### src/rtl/output_buffer_3x3_ctrl.sv
// Frame sequencer for the padded 3x3 window buffer: zero-fill, interior fill from
// the channel-interleaved conv stream, then window read-out with valid/ready.
module output_buffer_3x3_ctrl #(
  parameter int DATA_WIDTH     = 8,
  parameter int OUT_CHANNELS   = 3,
  parameter int IN_WIDTH       = 5,
  parameter int IN_HEIGHT      = 5,
  localparam int PAD_WIDTH     = IN_WIDTH + 2,
  localparam int PAD_HEIGHT    = IN_HEIGHT + 2,
  localparam int DEPTH         = PAD_WIDTH * PAD_HEIGHT * OUT_CHANNELS,
  localparam int RD_ADDR_WIDTH = $clog2(IN_WIDTH * IN_HEIGHT),
  localparam int WR_ADDR_WIDTH = $clog2(DEPTH),
  localparam int WIN_WIDTH     = 9 * DATA_WIDTH * OUT_CHANNELS
) (
  input  logic                     clk,
  input  logic                     rst_n,
  input  logic                     start,
  output logic                     done,
  input  logic                     in_valid,
  output logic                     in_ready,
  input  logic [DATA_WIDTH-1:0]    in_data,
  output logic                     buf_wr_en,
  output logic                     buf_is_padding,
  output logic [WR_ADDR_WIDTH-1:0] buf_wr_addr,
  output logic [DATA_WIDTH-1:0]    buf_wr_data,
  output logic                     buf_rd_en,
  output logic [RD_ADDR_WIDTH-1:0] buf_rd_addr,
  input  logic [WIN_WIDTH-1:0]     buf_rd_data,
  output logic                     out_valid,
  input  logic                     out_ready,
  output logic [WIN_WIDTH-1:0]     out_data,
  output logic                     out_last
);

  localparam int N     = IN_WIDTH * IN_HEIGHT;
  localparam int CH_W  = $clog2(OUT_CHANNELS) + 1;
  localparam int COL_W = $clog2(IN_WIDTH) + 1;
  localparam int ROW_W = $clog2(IN_HEIGHT) + 1;

  typedef enum logic [1:0] {S_IDLE, S_PAD, S_FILL, S_READ} state_t;

  state_t                   state;
  logic [WR_ADDR_WIDTH:0]   pad_cnt;
  logic [CH_W-1:0]          ch;
  logic [COL_W-1:0]         col;
  logic [ROW_W-1:0]         row;
  logic [RD_ADDR_WIDTH:0]   issued;
  logic [RD_ADDR_WIDTH-1:0] win_idx;
  logic                     accept;
  logic                     last_sample;
  logic                     last_accept;
  logic [WR_ADDR_WIDTH-1:0] fill_addr;

  assign in_ready    = (state == S_FILL);
  assign accept      = in_ready && in_valid;
  assign last_sample = (ch == CH_W'(OUT_CHANNELS - 1)) && (col == COL_W'(IN_WIDTH - 1)) &&
                       (row == ROW_W'(IN_HEIGHT - 1));
  assign out_data    = buf_rd_data;
  assign out_last    = out_valid && (win_idx == RD_ADDR_WIDTH'(N - 1));
  assign last_accept = out_last && out_ready;
  assign buf_rd_en   = (state == S_READ) && (issued < (RD_ADDR_WIDTH + 1)'(N)) &&
                       (!out_valid || out_ready);
  assign buf_rd_addr = issued[RD_ADDR_WIDTH-1:0];

  // Interior location skips the one-pixel zero border on every side.
  assign fill_addr = WR_ADDR_WIDTH'(((int'(row) + 1) * PAD_WIDTH + int'(col) + 1) * OUT_CHANNELS
                                    + int'(ch));

  always_comb begin
    buf_wr_en      = 1'b0;
    buf_is_padding = 1'b0;
    buf_wr_addr    = '0;
    buf_wr_data    = '0;
    case (state)
      S_PAD: begin
        buf_wr_en      = 1'b1;
        buf_is_padding = 1'b1;
        buf_wr_addr    = pad_cnt[WR_ADDR_WIDTH-1:0];
      end
      S_FILL: begin
        if (accept) begin
          buf_wr_en   = 1'b1;
          buf_wr_addr = fill_addr;
          buf_wr_data = in_data;
        end
      end
      default: ;
    endcase
  end

  always_ff @(posedge clk) begin
    if (!rst_n) begin
      state     <= S_IDLE;
      pad_cnt   <= '0;
      ch        <= '0;
      col       <= '0;
      row       <= '0;
      issued    <= '0;
      win_idx   <= '0;
      out_valid <= 1'b0;
      done      <= 1'b0;
    end else begin
      done <= 1'b0;
      case (state)
        S_IDLE: begin
          if (start) begin
            state   <= S_PAD;
            pad_cnt <= '0;
            ch      <= '0;
            col     <= '0;
            row     <= '0;
            issued  <= '0;
            win_idx <= '0;
          end
        end
        S_PAD: begin
          if (pad_cnt == (WR_ADDR_WIDTH + 1)'(DEPTH - 1)) state <= S_FILL;
          else                                              pad_cnt <= pad_cnt + 1'b1;
        end
        S_FILL: begin
          if (accept) begin
            if (last_sample) begin
              state <= S_READ;
            end else if (ch != CH_W'(OUT_CHANNELS - 1)) begin
              ch <= ch + 1'b1;
            end else begin
              ch <= '0;
              if (col != COL_W'(IN_WIDTH - 1)) begin
                col <= col + 1'b1;
              end else begin
                col <= '0;
                row <= row + 1'b1;
              end
            end
          end
        end
        S_READ: begin
          // A fresh read replaces the presented window; otherwise an accept empties the slot.
          if (buf_rd_en) begin
            issued    <= issued + 1'b1;
            win_idx   <= issued[RD_ADDR_WIDTH-1:0];
            out_valid <= 1'b1;
          end else if (out_ready) begin
            out_valid <= 1'b0;
          end
          if (last_accept) begin
            state     <= S_IDLE;
            done      <= 1'b1;
            out_valid <= 1'b0;
            issued    <= '0;
            win_idx   <= '0;
          end
        end
        default: state <= S_IDLE;
      endcase
    end
  end

endmodule

### config.mk
export PLATFORM = sky130hd
export DESIGN_NAME = output_buffer_3x3_ctrl
export DESIGN_NICKNAME = d
export VERILOG_FILES = /design/src/rtl/output_buffer_3x3_ctrl.sv
export SDC_FILE = /design/constraint.sdc
export NUM_CORES = 1
export LEC_CHECK = 0
export ABC_AREA = 1
export BUFFER_PORTS_ARGS = -buffer_cell sky130_fd_sc_hd__buf_2
export CAP_MARGIN = 25
export CORE_AREA = 2 2 185 187
export DETAILED_ROUTE_END_ITERATION = 10
export DIE_AREA = 0 0 187 189
export REMOVE_ABC_BUFFERS = 1
export SYNTH_ARGS = -nofsm -noshare
export SYNTH_HDL_FRONTEND = slang
export SYNTH_SLANG_ARGS = --single-unit
### constraint.sdc
create_clock -name clk -period 7.12 [get_ports clk]
set_input_delay 1.424 -clock clk [delete_from_list [all_inputs] [get_ports clk]]
set_output_delay 1.424 -clock clk [all_outputs]
set_load 0.01 [all_outputs]
# Word level (Yosys, flattened, before mapping)

Index checks and enable logic that the tools add are counted.

Flip-flop bits (word level): 35
Word-level logic and storage cells: 107

$add $sub $neg: 9
Multipliers: 2
$lt $le $gt $ge: 1
Equal/unequal tests: 20
Mux-type cells: 44
Reductions and logical operators: 22

Operators with widths:

| kind                 | count |
|---|---|
| $mux 4               | 9 |
| $mux 8               | 3 |
| $mux 6               | 3 |
| $mux 9               | 2 |
| $pmux 9 s2           | 1 |
| $pmux 4 s2           | 2 |
| $pmux 8 s2           | 1 |
| $mux 5               | 3 |
| $ne 2x2->1 const B   | 7 |
| $mux 3               | 4 |
| $pmux 6 s2           | 1 |
| $add 9x1->10 const B | 1 |
| $mul 10x2->8 const B | 1 |
| $mux 2               | 5 |
| $pmux 5 s2           | 1 |
| $reduce_and 5->1     | 2 |
| $add 8x4->9          | 1 |
| $add 9x1->9 const B  | 1 |
| $eq 9x8->1 const B   | 1 |
| $add 4x1->4 const B  | 2 |
| $add 8x3->8          | 1 |
| $eq 4x3->1 const B   | 2 |
| $mul 5x3->8 const B  | 1 |
| $pmux 2 s4           | 1 |
| other kinds (25)     | 42 |

# Depth between registers and ports, before layout

Word-level depth: 8
Gate-level depth with buffers: 24

# Worst setup path after synthesis

Ideal clock, no wire load.

Kind: flip-flop to output port
Start point: reg row[0]
End point: out buf_wr_addr[7]
Arrival time: 4.154 ns
Required time: 5.696 ns
Slack: 1.542 ns
Stages on the path, launching flop included: 22
Buffers on the path: 0
Cell sequence: dfxtp_1 -> ha_1 -> xor2_1 -> inv_1 -> fa_1 -> inv_1 -> fa_1 -> ha_1 -> nand2_1 -> nand2_1 -> a31oi_1 -> xor2_1 -> ha_1 -> ha_1 -> inv_1 -> nor3_1 -> nand2_1 -> nand3_1 -> inv_1 -> nand3_1 -> nand3_1 -> a21oi_1

Cells in the longest elaborated chain, start to end: 8

RTL lines:

| element                | line | text |
|---|---|---|
| start, declared        | 46   | `logic [ROW_W-1:0] row;` |
| start signal, assigned | 132  | `row <= row + 1'b1;` |
| $add 4x1->5            | 66   | `assign fill_addr = WR_ADDR_WIDTH'(((int'(row) + 1) * PAD_WIDTH + int'(col) + 1) * OUT_CHANNELS` |
| $mul 5x3->8            | 66   |  |
| $add 8x4->9            | 66   |  |
| $add 9x1->10           | 66   |  |
| $mul 10x2->8           | 66   |  |
| $add 8x3->8            | 67   | `+ int'(ch));` |
| $mux 8                 | 81   | `if (accept) begin` |
| $pmux 8 s2             | 74   | `case (state)` |
| end, declared          | 24   | `output logic [WR_ADDR_WIDTH-1:0] buf_wr_addr,` |

No other way between the ends.

# Final worst setup path

Same ends and word-level chain as after synthesis.

==> results.yml <==
timing:
  slew_violations: 0
  setup_viol: 0
  slew_headroom_pct: 52.9
  fmax_mhz: 156
  fin_tns_setup_ps: 0
  rsz0062_at_grt: "no"
  skew_ps: 6.06
  hold_viol: 0
  period_share_pct: 89.9
  tightest_slew_ps: 705
  post-route-min-period_ps: 6400
  hold_ws_ps: 454
clocking:
  cts_hold_buf: 0
  cts_sinks: 35
  insertion_delay_ps: 300
  cts_max_level: 2
  clkTransAtPathRegs_ps: 60
  post_cts_resized: 0
  tritoncts: "yes"
  ctsLongestPathBuffers: 2
  cts_root_buf: "clkbuf_16"
  cts_setup_buffers: 0
  cts_inserted_buffers: 5
worst_setup_path:
  cpPeakStageDelay_ps: 530
  cp.arrival_ps: 4980
  start_kind: "register"
  crit_start: "row[0]"
  crit_path_end_kind: "primary output"
  worstPathMaxFanout: 6
  cp.required_ps: 5700
  regToRegStartpoint: "row[0]"
  path_cells: "ha_1 > xor2_1 > inv_1 > fa_1 > inv_1 > fa_1 > ha_1 > nand2_1 > nand2_1 > a31oi_1 > xor2_1 > ha_1 > ha_1 > nand2_1 > nor3_1 > nand2_1 > nand3_1 > inv_1 > nand3_1 > nand3_1 > a21oi_1 > buf_2"
  crit_type: "register to primary output"
  slowest_stage: "fa_1"
route:
  vias: 3781
  drt_iter0_markers: 323
  routed_wl_mm: 61.8
  ant_nets: 0
  first_pass_iters: 5
  post_drt_via_cell_ratio: 4.05
  routedWlPerCell_um: 66.3
  drc_errors: 0
floorplanning:
  num_rows: 67
  start_util_pct: 14.2
  io_pins: 473
  die-width_um: 187
  die-area_mm2: 0.0353
  die_h_um: 189
  core_mm2: 0.0333
synth:
  syn_area_per_cell_um2: 7.12
  yosys_warnings: 0
  synth-seq-cells: 35
  ys.flop_type: "dfxtp_1"
  synth-edff-count: 0
  async_flop_share_pct: 0
  synth_commonest_cells: "buf_4, nand2_1, inv_1"
  syn_area_mm2: 0.00473
  seq_area_frac_synth_pct: 14.8
  yosysTopAreaCell: "buf_4"
  yosysUniqueCellTypes: 38
  yosys-top-cells-area: "buf_4, dfxtp_1, ha_1, nand2_1, inv_1"
  yosysMostFrequentCell: "buf_4"
  synth_top_area_share_pct: 35.1
  synthCells: 664
final_layout:
  layout.nets: 756
  synthToLayoutAreaGrowth_pct: -16.2
  multi_input_area_mm2: 0.00203
  final_layout_size_suffix_gt1_share_pct: 15.3
  seq_area_um2: 701
  fill_cells: 3910
global_route:
  antenna_found_initial: 1
  grt_start_max_net_pins: 16
  grt.busiest_layer: "met2"
  grt_first_pass_wirelength_mm: 69.9
  grt_pass1_vias: 3458
  grt_util_met2_pct: 58.3
  grtUsageTotal_pct: 34.2
  grt_remaining_overflow: 0
  grt_use_met1_pct: 8.06
  grt_use_met3_pct: 47.9
flow_run:
  maxCapViolations: 0
run_status:
  status: "complete, no violations"
place:
  place.gp.congestion: 1.39
  detailed_place_hpwl_mm: 59.9
  io_buffers: 40
power:
  p_leak_nw: 1.77
  p_per_area_mw_per_mm2: 336
  ir_drop_mv: 0.0989
worst_hold_path:
  min_path_type: "register to register"
  hold_start: "win_idx[2]"
==> registers in the layout, indices dropped and copies added (netlist names) <==
name and cells:
ch 3, pad_cnt 9, win_idx 5, out_valid 1, state 2, col 4
issued 6, done 1, row 4
==> metal layers <==
metal / wire length [um] / up-vias
met3: 17600 / 124
met4: 7340 / 28
met1: 6090 / 1524
met2: 29400 / 612
li1: - / 1493
met5: 1380 / -
==> critical path, delay by kind of cell, from the launching register on <==
family | cells | cell delay (ps)
XOR/XNOR | 2 | 540
AO/OA/AOI/OAI | 2 | 300
AND/OR/NAND/NOR | 8 | 700
flip-flops | 1 | 460
adder cells (fa/ha/maj) | 6 | 2230
buffers and inverters | 4 | 460
==> power breakdown <==
part	total (mW)	internal [mW]	switching (mW)
Clock	0.269	0.174	0.0944
Combinational	0.797	0.257	0.539
Sequential	0.265	0.230	0.0351
Total	1.33	0.662	0.669
==> placed cells by master (no fill, tap or decap), types with 2 or more instances in the layout <==
| master | synthesis | layout |
|---|---|---|
| nand2_1 | 103 | 103 |
| xnor2_1 | 3 | 3 |
| a31oi_1 | 2 | 2 |
| o21ai_1 | 7 | 7 |
| nor3_2 | 2 | 2 |
| buf_2 | 2 | 40 |
| inv_1 | 71 | 71 |
| o21ai_2 | 4 | 4 |
| clkbuf_16 | 0 | 5 |
| o21bai_1 | 2 | 2 |
| a21oi_1 | 39 | 39 |
| nand3_2 | 2 | 2 |
| fa_1 | 8 | 8 |
| nor2_1 | 35 | 35 |
| nand3_1 | 27 | 27 |
| xor2_1 | 12 | 12 |
| or2_2 | 2 | 2 |
| nand2_4 | 5 | 5 |
| dfxtp_1 | 35 | 35 |
| ha_1 | 36 | 36 |
| o21ai_0 | 9 | 9 |
| nor3_1 | 5 | 5 |
| nand4_1 | 11 | 11 |
| inv_2 | 4 | 4 |
==> cell type report <==
class	count	area share [%]
multi-input combinational	324	51.3
sequential	35	17.7
tap	448	14.1
inverter	77	7.36
timing repair buffer	40	5.05
clock buffer	6	3.50
clock inverter	2	0.884
antenna	1	0.0632
==> cell families (layout without fill, tap and decap cells) <==
kind of cell / after synthesis / in the layout / synth area share, %
buffers and inverters: 305 / 125 / 42.2
and+or+nand+nor: 199 / 199 / 19.5
AOI/OAI and AO/OA: 66 / 66 / 7.78
adders and majority gates: 44 / 44 / 12.9
DFF: 35 / 35 / 14.8
xor gates and xnor gates: 15 / 15 / 2.78
other: 0 / 1 / 0
==> final timing paths <==
| check | depth (start not counted) | to | slack [ps] |
|---|---|---|---|
| max reg2reg | 12 | row[2] | 5120 |
| min reg2reg | 2 | win_idx[2] | 450 |
| max | 22 | buf_wr_addr[7] | 720 |
| min | 2 | win_idx[2] | 450 |
==> per-stage QoR <==
stage,power [mW],area [um^2],instances,setup slack [ps],util (%)
2_1_floorplan,0.856,3030,436,1540,-
3_3_place_gp,1.07,3790,924,1100,11.4
3_5_place_dp,1.06,3790,924,1030,11.4
4_1_cts,1.33,3960,932,705,11.9
5_1_grt,1.46,3960,932,334,11.9
6_report,1.33,3960,933,716,11.9
Note: power is estimated with default switching activity, not from simulation.
